### config.mk
export PLATFORM = sky130hd
export DESIGN_NAME = fifo_drain_tx
export DESIGN_NICKNAME = d
export VERILOG_FILES = /design/src/rtl/fifo_drain_tx.sv
export SDC_FILE = /design/constraint.sdc
export NUM_CORES = 1
export LEC_CHECK = 0
export ABC_CLOCK_PERIOD_IN_PS = 2300
export BUFFER_PORTS_ARGS = -buffer_cell sky130_fd_sc_hd__buf_2
export CAP_MARGIN = 20
export CORE_MARGIN = 2
export CORE_UTILIZATION = 35
export DETAILED_ROUTE_END_ITERATION = 16
export PLACE_DENSITY_LB_ADDON = 0.12
export RECOVER_POWER = 25
export SLEW_MARGIN = 10
export SYNTH_ARGS = -nofsm -noshare
export SYNTH_HDL_FRONTEND = slang
export SYNTH_SLANG_ARGS = --single-unit
### constraint.sdc
create_clock -name Clk -period 2.3 [get_ports Clk]
set_input_delay 0.69 -clock Clk [delete_from_list [all_inputs] [get_ports Clk]]
set_output_delay 0.69 -clock Clk [all_outputs]
set_load 0.05 [all_outputs]
### src/rtl/fifo_drain_tx.sv
// Read-side controller for the result FIFO: pops one packed {data, mode, result}
// entry at a time and serializes it LSB byte first onto a valid/ready byte stream.
module fifo_drain_tx #(
  parameter int DATA_WIDTH = 32,
  parameter int NUM_MODES  = 4,
  parameter int RES_WIDTH  = 32,
  parameter int CNT_W      = 16,
  localparam int ENTRY_W   = DATA_WIDTH + NUM_MODES + RES_WIDTH,
  localparam int NUM_BYTES = (ENTRY_W + 7) / 8
) (
  input  logic               Clk,
  input  logic               Rst,
  input  logic               en,
  input  logic               fifo_empty,
  output logic               fifo_rd,
  input  logic [ENTRY_W-1:0] fifo_data,
  output logic [7:0]         tx_byte,
  output logic               tx_valid,
  input  logic               tx_ready,
  output logic               tx_last,
  output logic               busy,
  output logic [CNT_W-1:0]   sent_cnt
);

  localparam int SHIFT_W = NUM_BYTES * 8;
  localparam int IDX_W   = (NUM_BYTES > 1) ? $clog2(NUM_BYTES) : 1;
  localparam logic [IDX_W-1:0] LAST_IDX = IDX_W'(NUM_BYTES - 1);

  typedef enum logic [1:0] {
    IDLE,
    REQ,
    CAPT,
    SEND
  } state_e;

  state_e             state_q, state_d;
  logic [SHIFT_W-1:0] shift_q, shift_d;
  logic [IDX_W-1:0]   idx_q, idx_d;
  logic [CNT_W-1:0]   cnt_q, cnt_d;
  logic               rd_q, rd_d;
  logic               valid_q, valid_d;
  logic [7:0]         byte_q, byte_d;
  logic               last_q, last_d;
  logic               busy_q, busy_d;

  always_ff @(posedge Clk) begin
    if (!Rst) begin
      state_q <= IDLE;
      shift_q <= '0;
      idx_q   <= '0;
      cnt_q   <= '0;
      rd_q    <= 1'b0;
      valid_q <= 1'b0;
      byte_q  <= 8'h00;
      last_q  <= 1'b0;
      busy_q  <= 1'b0;
    end else begin
      state_q <= state_d;
      shift_q <= shift_d;
      idx_q   <= idx_d;
      cnt_q   <= cnt_d;
      rd_q    <= rd_d;
      valid_q <= valid_d;
      byte_q  <= byte_d;
      last_q  <= last_d;
      busy_q  <= busy_d;
    end
  end

  // Every output is computed here for the next cycle, so tx_ready only ever
  // reaches the outputs through a register.
  always_comb begin
    state_d = state_q;
    shift_d = shift_q;
    idx_d   = idx_q;
    cnt_d   = cnt_q;
    rd_d    = 1'b0;
    valid_d = 1'b0;
    byte_d  = byte_q;
    last_d  = last_q;

    case (state_q)
      IDLE: begin
        if (en && !fifo_empty) begin
          state_d = REQ;
          rd_d    = 1'b1;
        end
      end

      REQ: begin
        state_d = CAPT;
      end

      CAPT: begin
        shift_d = SHIFT_W'(fifo_data);
        idx_d   = '0;
        state_d = SEND;
        valid_d = 1'b1;
        byte_d  = shift_d[7:0];
        last_d  = (NUM_BYTES == 1);
      end

      SEND: begin
        valid_d = 1'b1;
        if (tx_ready) begin
          if (idx_q == LAST_IDX) begin
            state_d = IDLE;
            valid_d = 1'b0;
            last_d  = 1'b0;
            cnt_d   = cnt_q + CNT_W'(1);
          end else begin
            idx_d   = idx_q + IDX_W'(1);
            shift_d = shift_q >> 8;
            byte_d  = shift_d[7:0];
            last_d  = (idx_d == LAST_IDX);
          end
        end
      end

      default: begin
        state_d = IDLE;
      end
    endcase

    busy_d = (state_d != IDLE);
  end

  assign fifo_rd  = rd_q;
  assign tx_valid = valid_q;
  assign tx_byte  = byte_q;
  assign tx_last  = last_q;
  assign busy     = busy_q;
  assign sent_cnt = cnt_q;

endmodule
* Word-level counts from Yosys, hierarchy flattened
Index checks and enable logic that the tools add are counted.
Cells by class: add/sub/neg operators 2, eq/ne operators 7, mux-type cells 20, reductions and logical operators 9
Operators by type and width (number):
- $mux 72 | 2
- $pmux 72 s2 | 1
- $add 16x1->16 const B | 1
- $mux 8 | 2
- $pmux 8 s2 | 1
- $eq 4x4->1 const B | 2
- $mux 4 | 2
- $pmux 2 s4 | 1
- $pmux 4 s2 | 1
- $mux 2 | 3
- $reduce_and 3->1 | 2
- $mux 1 | 5
- $add 4x1->4 const B | 1
- $eq 2x2->1 const B | 2
- $ne 2x2->1 const B | 2
- $pmux 1 s2 | 2
- $reduce_and 2->1 | 2
- $reduce_bool 2->1 | 2
- $eq 2x1->1 const B | 1
- $logic_not 2->1 | 1
- $logic_and 1x1->1 | 1
- $logic_not 1->1 | 1
Storage, ports and cells: bits in registers 106, bits of input ports 73, output and inout bits 28, word-level logic and storage cells 47

* Logic depth before layout (Yosys ltp)
Gate-level depths: netlist (run 1).
word-level depth 5, mapped depth 8

* Worst setup path after synthesis (run 1)
Ideal clock, no wire load.
path type input -> register, start input port tx_ready, end register cnt_q[15] (netlist: sent_cnt[15]), library setup time 0.071 ns, data arrival time 2.114 ns, slack 0.115 ns, stages on the path 5, buffers on the path 1, path through buf_2 nand3_4 or4_4 or4_1 a21oi_1
On the way: cells in the longest elaborated chain, start to end 1
RTL lines:
- start: declaration | RTL line 19 | input logic tx_ready,
- $reduce_and 3->1 (no line)
- end signal: assignment | RTL line 61 | cnt_q <= cnt_d;
- end: declaration | RTL line 39 | logic [CNT_W-1:0] cnt_q, cnt_d;
Every way passes these cells. A chain may end at the register's enable or synchronous reset.

* Final worst setup path (run 1)
start register idx_q[0], end register cnt_q[15] (netlist: sent_cnt[15])
On the way: cells in the longest elaborated chain, start to end 2
RTL lines:
- start: declaration | RTL line 38 | logic [IDX_W-1:0] idx_q, idx_d;
- start signal: assignment | RTL line 60 | idx_q <= idx_d;
- $eq 4x4->1 | RTL line 106 | if (idx_q == LAST_IDX) begin
- $reduce_and 3->1 (no line)
Every way passes these cells.

==> results of run 1 <==
synth_stat cells (all sizes together), types with 7 or more instances:
cell type	n	area share, %
clkbuf	37	3.3
or4	7	1.3
a21oi	12	1.4
nand3	68	8.4
buf	17	2.5
nor2	80	7.1
nand2	70	6.3
a311oi	60	13
a22oi	9	1.6
dfxtp	94	45
power by group through the flow:
stage	Combinational, mW	Sequential [mW]	Clock [mW]
final	0.652	1.86	1.54
after floorplan	0.472	1.88	0
after global routing	0.725	1.88	1.65
after CTS	0.664	1.86	1.57
after detailed placement	0.663	1.89	0
after global placement	0.657	1.89	0
critical path: stages (launching register included):
cell and delay [ns]:
dfxtp_1 0.36, inv_1 0.07, ha_1 0.24, nand3b_4 0.13, or4_4 0.57, or4_1 0.50
a21oi_1 0.14
worst max path at each step:
| stage | from | to | slack (ns) | depth (start not counted) |
|---|---|---|---|---|
| 2_1_floorplan | tx_ready | sent_cnt[15] | 0.12 | 5 |
| 3_3_place_gp | tx_ready | sent_cnt[15] | 0.16 | 5 |
| 3_5_place_dp | tx_ready | sent_cnt[15] | 0.15 | 5 |
| 4_1_cts | idx_q[0] | sent_cnt[15] | 0.21 | 6 |
| 5_1_grt | idx_q[0] | sent_cnt[15] | 0.05 | 6 |
| 6_report | idx_q[0] | sent_cnt[15] | 0.22 | 6 |
per-layer routing:
metal	global-route usage [%]	vias up	wire, um
met5	0	-	0
met4	7.073	0	189
met3	3.082	11	607
met2	24.43	113	4713
met1	26.76	1856	5721
li1	-	2013	-
registers in the layout, indices dropped and copies added, names as in the netlist:
register  count
shift_q      61
sent_cnt     16
tx_byte       7
idx_q         4
state_q       2
busy          1
fifo_rd       1
tx_last       1
tx_valid      1
cell families (layout without fill, tap and decap cells):
group                      count (synthesis)  in the layout  share of synthesized area [%]
and+or+nand+nor                          251            251                          27.58
AOI/OAI and AO/OA                         98             98                          18.20
DFF                                       94             94                          44.80
buffers and inverters                     60            140                          6.345
xor gates and xnor gates                   9              9                          1.877
adders and majority gates                  4              4                          1.192
other                                      0              1                              0
through the flow:
step | area [sq um] | hold WS [ns] | power, mW | setup WS [ns]
detailed placement | 4852 | 0.4699 | 2.557 | 0.1453
floorplan | 4200 | 0.4650 | 2.352 | 0.1155
finish | 5140 | 0.4735 | 4.048 | 0.2179
global route | 5137 | 0.5153 | 4.258 | 0.04717
CTS | 5160 | 0.4799 | 4.096 | 0.2146
global placement | 4852 | 0.4615 | 2.550 | 0.1607
cell type report:
| class | instances | area (sq um) | share of cell area, % |
|---|---|---|---|
| sequential | 94 | 1884 | 36.66 |
| clock buffer | 10 | 239.0 | 4.649 |
| clock inverter | 6 | 68.82 | 1.339 |
| tap | 147 | 183.9 | 3.578 |
| inverter | 6 | 22.52 | 0.4382 |
| multi-input combinational | 362 | 2063 | 40.14 |
| antenna | 1 | 2.502 | 0.04869 |
| timing repair buffer | 118 | 675.6 | 13.15 |
layout by cell type, fill, tap and decap left out, drive strengths merged, types with 4 or more instances in the layout:
cell	n
a21oi	12
nor3	4
dfxtp	94
o31ai	5
o21ai	6
buf	105
clkbuf	23
nand4	4
inv	7
ha	4
or4	7
nor2	80
a311oi	60
a22oi	9
nand2	70
nand3	68
xor2	6
==> flow_summary.toml, run 1 <==
[hold_path]
hold_depth = 2
hold_path.class = "register to register"
whs_endpoint = "tx_last"
hp-start = "tx_last"

[logic_synthesis]
yosys_warnings = 0
synthCells = 516
yosysUniqueCellTypes = 38
syn_area_sq_mm = 0.004200
syn_nets = 593
synthArstFlopShare_pct = 0
synth_seq_cells = 94
ys_seq_area_share_pct = 44.80
avgSynthCellArea_sq_um = 8.140
synth_edf_count = 0
ys_dominant_reg_cell = "dfxtp_1"

[timing]
max_freq_mhz = 480.3
finalCritPeriodShare_pct = 90.52
min_period_ns = 2.082
fin_setup_tns_ns = 0
finalHoldViolations = 0
setup_violations = 0
slew_headroom_pct = 49.85
finClkSkew_ns = 0.006749
max_slew.worst_pin.slew_ns = 0.7523
rsz0062_at_grt = "no"
slew_viol_final = 0

[route]
drcViolationCount = 0
postRouteAntennaNets = 0
drt_iter0_drc = 263
vias = 3993
wl_per_cell_um = 15.10
routed_wl_mm = 11.23
viasPerCell = 5.367
drtPass1Iterations = 4

[worst_setup_path]
crit_path_max_fanout = 6
rr_worst_depth = 6
crit_arrival_ns = 2.36
crit_path_start_kind = "register"
crit_type = "register to register"
r2r_end = "sent_cnt[15]"
r2r_start = "idx_q[0]"
cp_data_required_time_ns = 2.58
end_kind = "register"
r2r_setup_slack_ns = 0.22

[pwr]
pwr-share-comb_pct = 16.1
seq_power_share_pct = 46.0
power_leakage_nw = 2.015
p_switching_mw = 1.151
switching_share_pct = 28.43
peakVddDrop_mv = 0.3404
cellPowerDensity_mw_per_mm2 = 787.5
clkPwrFrac_pct = 37.9
p_int_mw = 2.897

[clock_network]
cts.clk_slew.worst_paths_ns = 0.06
clk_path_buf_depth = 2
cts_tree = "built"
clkSinkCount = 94
ctsHoldBuffers = 0
numCtsBuffers = 9
cts_resized = 0
postCtsSetupRepairBufs = 0
insertion_delay_ns = 0.35
cts_htree_levels = 3
clk_root_buffer_cell = "clkbuf_16"

[cells_and_area]
nNetsFinal = 668
fillerInstances = 1232
stdcell_count = 744
final_core_util_pct = 43.33
syn_to_final_growth_pct = 22.37
drive_gt1_share_pct = 22.15

[global_routing]
grt_pass1_wl_mm = 18.05
antenna_found_initial = 0
grt_overflow = 0
grt_pass1_vias = 3508
grt_use_total_pct = 17.61
grt_max_degree = 47

[floorplanning]
die_y_um = 113.6
coreArea_sq_mm = 0.01186
initial_core_util_pct = 35.41
die_w_um = 113.6
die_area_sq_mm = 0.01289
rows = 40
num_io_pins = 101

[placed_design]
gp_congestion = 0.8123
hpwl_mm = 7.689
place_inst = 727
io_buffers = 100

[flow_run]
cap_violations = 0

[run_status]
outcome = "completed"
(Power assumes the default switching activity.)
==> run 2: changes to the inputs <==
--- a/config.mk
+++ b/config.mk
@@ -10,6 +10,7 @@
 export CAP_MARGIN = 20
 export CORE_MARGIN = 2
 export CORE_UTILIZATION = 35
+export CTS_BUF_LIST = sky130_fd_sc_hd__clkbuf_4
 export DETAILED_ROUTE_END_ITERATION = 16
 export PLACE_DENSITY_LB_ADDON = 0.12
 export RECOVER_POWER = 25
==> run 2 against run 1 <==
Against the previous run: clock power fell by 40%; non-clock buffer count did not move; global-route usage fell by 0.11 points; sequential share of layout area rose by 1.2 points; critical path type unchanged; largest cell class unchanged; largest power group unchanged.
==> flow_summary.toml, run 2 (synthesized netlist as in run 1, its figures left out) <==
[global_routing]
grt_overflow = 0
grt_max_degree = 47
antenna_found_initial = 0
grt_pass1_wl_mm = 17.93
grt_pass1_vias = 3491
grt_use_total_pct = 17.49

[worst_setup_path]
crit_path_start_kind = "register"
rr_worst_depth = 6
crit_path_max_fanout = 6
cp_data_required_time_ns = 2.70
end_kind = "register"
crit_type = "register to register"
crit_arrival_ns = 2.51

[clock_network]
cts_tree = "built"
insertion_delay_ns = 0.47
cts_resized = 0
cts.clk_slew.worst_paths_ns = 0.14
ctsHoldBuffers = 0
clk_root_buffer_cell = "clkbuf_4"
postCtsSetupRepairBufs = 0
numCtsBuffers = 9
clkSinkCount = 94
cts_htree_levels = 3
clk_path_buf_depth = 2

[timing]
max_freq_mhz = 475.7
min_period_ns = 2.102
slew_viol_final = 0
finClkSkew_ns = 0.01451
rsz0062_at_grt = "no"
max_slew.worst_pin.slew_ns = 0.6088
fin_setup_tns_ns = 0
setup_violations = 0
slew_headroom_pct = 59.41
finalCritPeriodShare_pct = 91.41
finalHoldViolations = 0

[placed_design]
gp_congestion = 0.8123
io_buffers = 100
hpwl_mm = 7.689

[route]
drtPass1Iterations = 4
viasPerCell = 5.331
vias = 3961
routed_wl_mm = 11.10
drcViolationCount = 0
postRouteAntennaNets = 0
drt_iter0_drc = 226
wl_per_cell_um = 14.94

[floorplanning]
die_area_sq_mm = 0.01289
initial_core_util_pct = 35.41
coreArea_sq_mm = 0.01186
die_y_um = 113.6
num_io_pins = 101
die_w_um = 113.6
rows = 40

[pwr]
seq_power_share_pct = 54.1
power_mw = 3.436
pwr-share-comb_pct = 19.0
cellPowerDensity_mw_per_mm2 = 691.1
clkPwrFrac_pct = 26.9
power_leakage_nw = 1.957
peakVddDrop_mv = 0.3427
p_int_mw = 2.356
switching_share_pct = 31.45
p_switching_mw = 1.081

[flow_run]
cap_violations = 0

[cells_and_area]
syn_to_final_growth_pct = 18.38
mostFrequentLayoutCell = "buf_2"
largest_register_ffs = 61
final_cell_mix = "buf_2 (95), dfxtp_1 (92), nor2_1 (80)"
nNetsFinal = 668
top_register = "shift_q"
diodes = 0
drive_gt1_share_pct = 22.65

[hold_path]
hold_depth = 2
hold_path.class = "primary input to register"

[run_status]
outcome = "completed"
## run 2: changes by cell type in the layout (fill, tap and decap cells not counted)
cell / before / now
buf_2: 90 / 95
buf_4: 10 / 9
clkbuf_1: 12 / 8
clkbuf_16: 9 / 0
clkbuf_4: 0 / 9
clkbuf_8: 1 / 0
clkinv_1: 0 / 1
diode_2: 1 / 0
## run 2: layer usage
layer / routed length (um) / global-route usage [%] / part of all wire [%] / vias to the layer above
li1: - / - / - / 2016
met1: 5565 / 26.56 / 50 / 1831
met2: 4716 / 24.27 / 42 / 103
met3: 649 / 3.879 / 5.8 / 11
met4: 167 / 5.854 / 1.5 / 0
met5: 0 / 0 / 0 / -
## run 2: per-stage QoR
| stage | hold slack, ns | utilization (%) | instances | setup WS [ns] | area, sq um |
|---|---|---|---|---|---|
| after floorplan | 0.4650 | - | 516 | 0.1155 | 4200 |
| after global placement | 0.4615 | 40.91 | 727 | 0.1607 | 4852 |
| after detailed placement | 0.4699 | 40.91 | 727 | 0.1453 | 4852 |
| after CTS | 0.3606 | 42.09 | 743 | 0.1886 | 4992 |
| after global routing | 0.3600 | 41.92 | 743 | 0.01644 | 4972 |
| final | 0.3954 | 41.92 | 743 | 0.1977 | 4972 |
## run 2: path summary, 6_finish.rpt
path	startpoint	to	slack, ns
worst max-delay path	idx_q[0]	sent_cnt[15]	0.20
worst min-delay path	fifo_empty	fifo_rd	0.40
worst max register to register	idx_q[0]	sent_cnt[15]	0.20
worst min register to register	tx_last	tx_last	0.48
## run 2: final cells by class
type                    count  area, sq um
repair buffers            118        678.2
well taps                 147        183.9
clock inverters             7        72.57
inverters                   6        22.52
clock buffers               9        67.56
multi-input cells         362         2063
fillers                  1249         6889
flip-flops and latches     94         1884
## run 2: power by group through the flow
stage          Combinational [mW]  Sequential, mW  Clock, mW
2_1_floorplan               0.472            1.88          0
3_3_place_gp                0.657            1.89          0
3_5_place_dp                0.663            1.89          0
4_1_cts                     0.664            1.86      0.957
5_1_grt                     0.727            1.88       1.04
6_report                    0.653            1.86      0.925
## run 2: worst max-delay path, cell delays in order, from the launching register on
cell and delay [ns]:
dfxtp_1 0.38, inv_1 0.07, ha_1 0.24, nand3b_4 0.13, or4_4 0.57, or4_1 0.50, a21oi_1 0.14
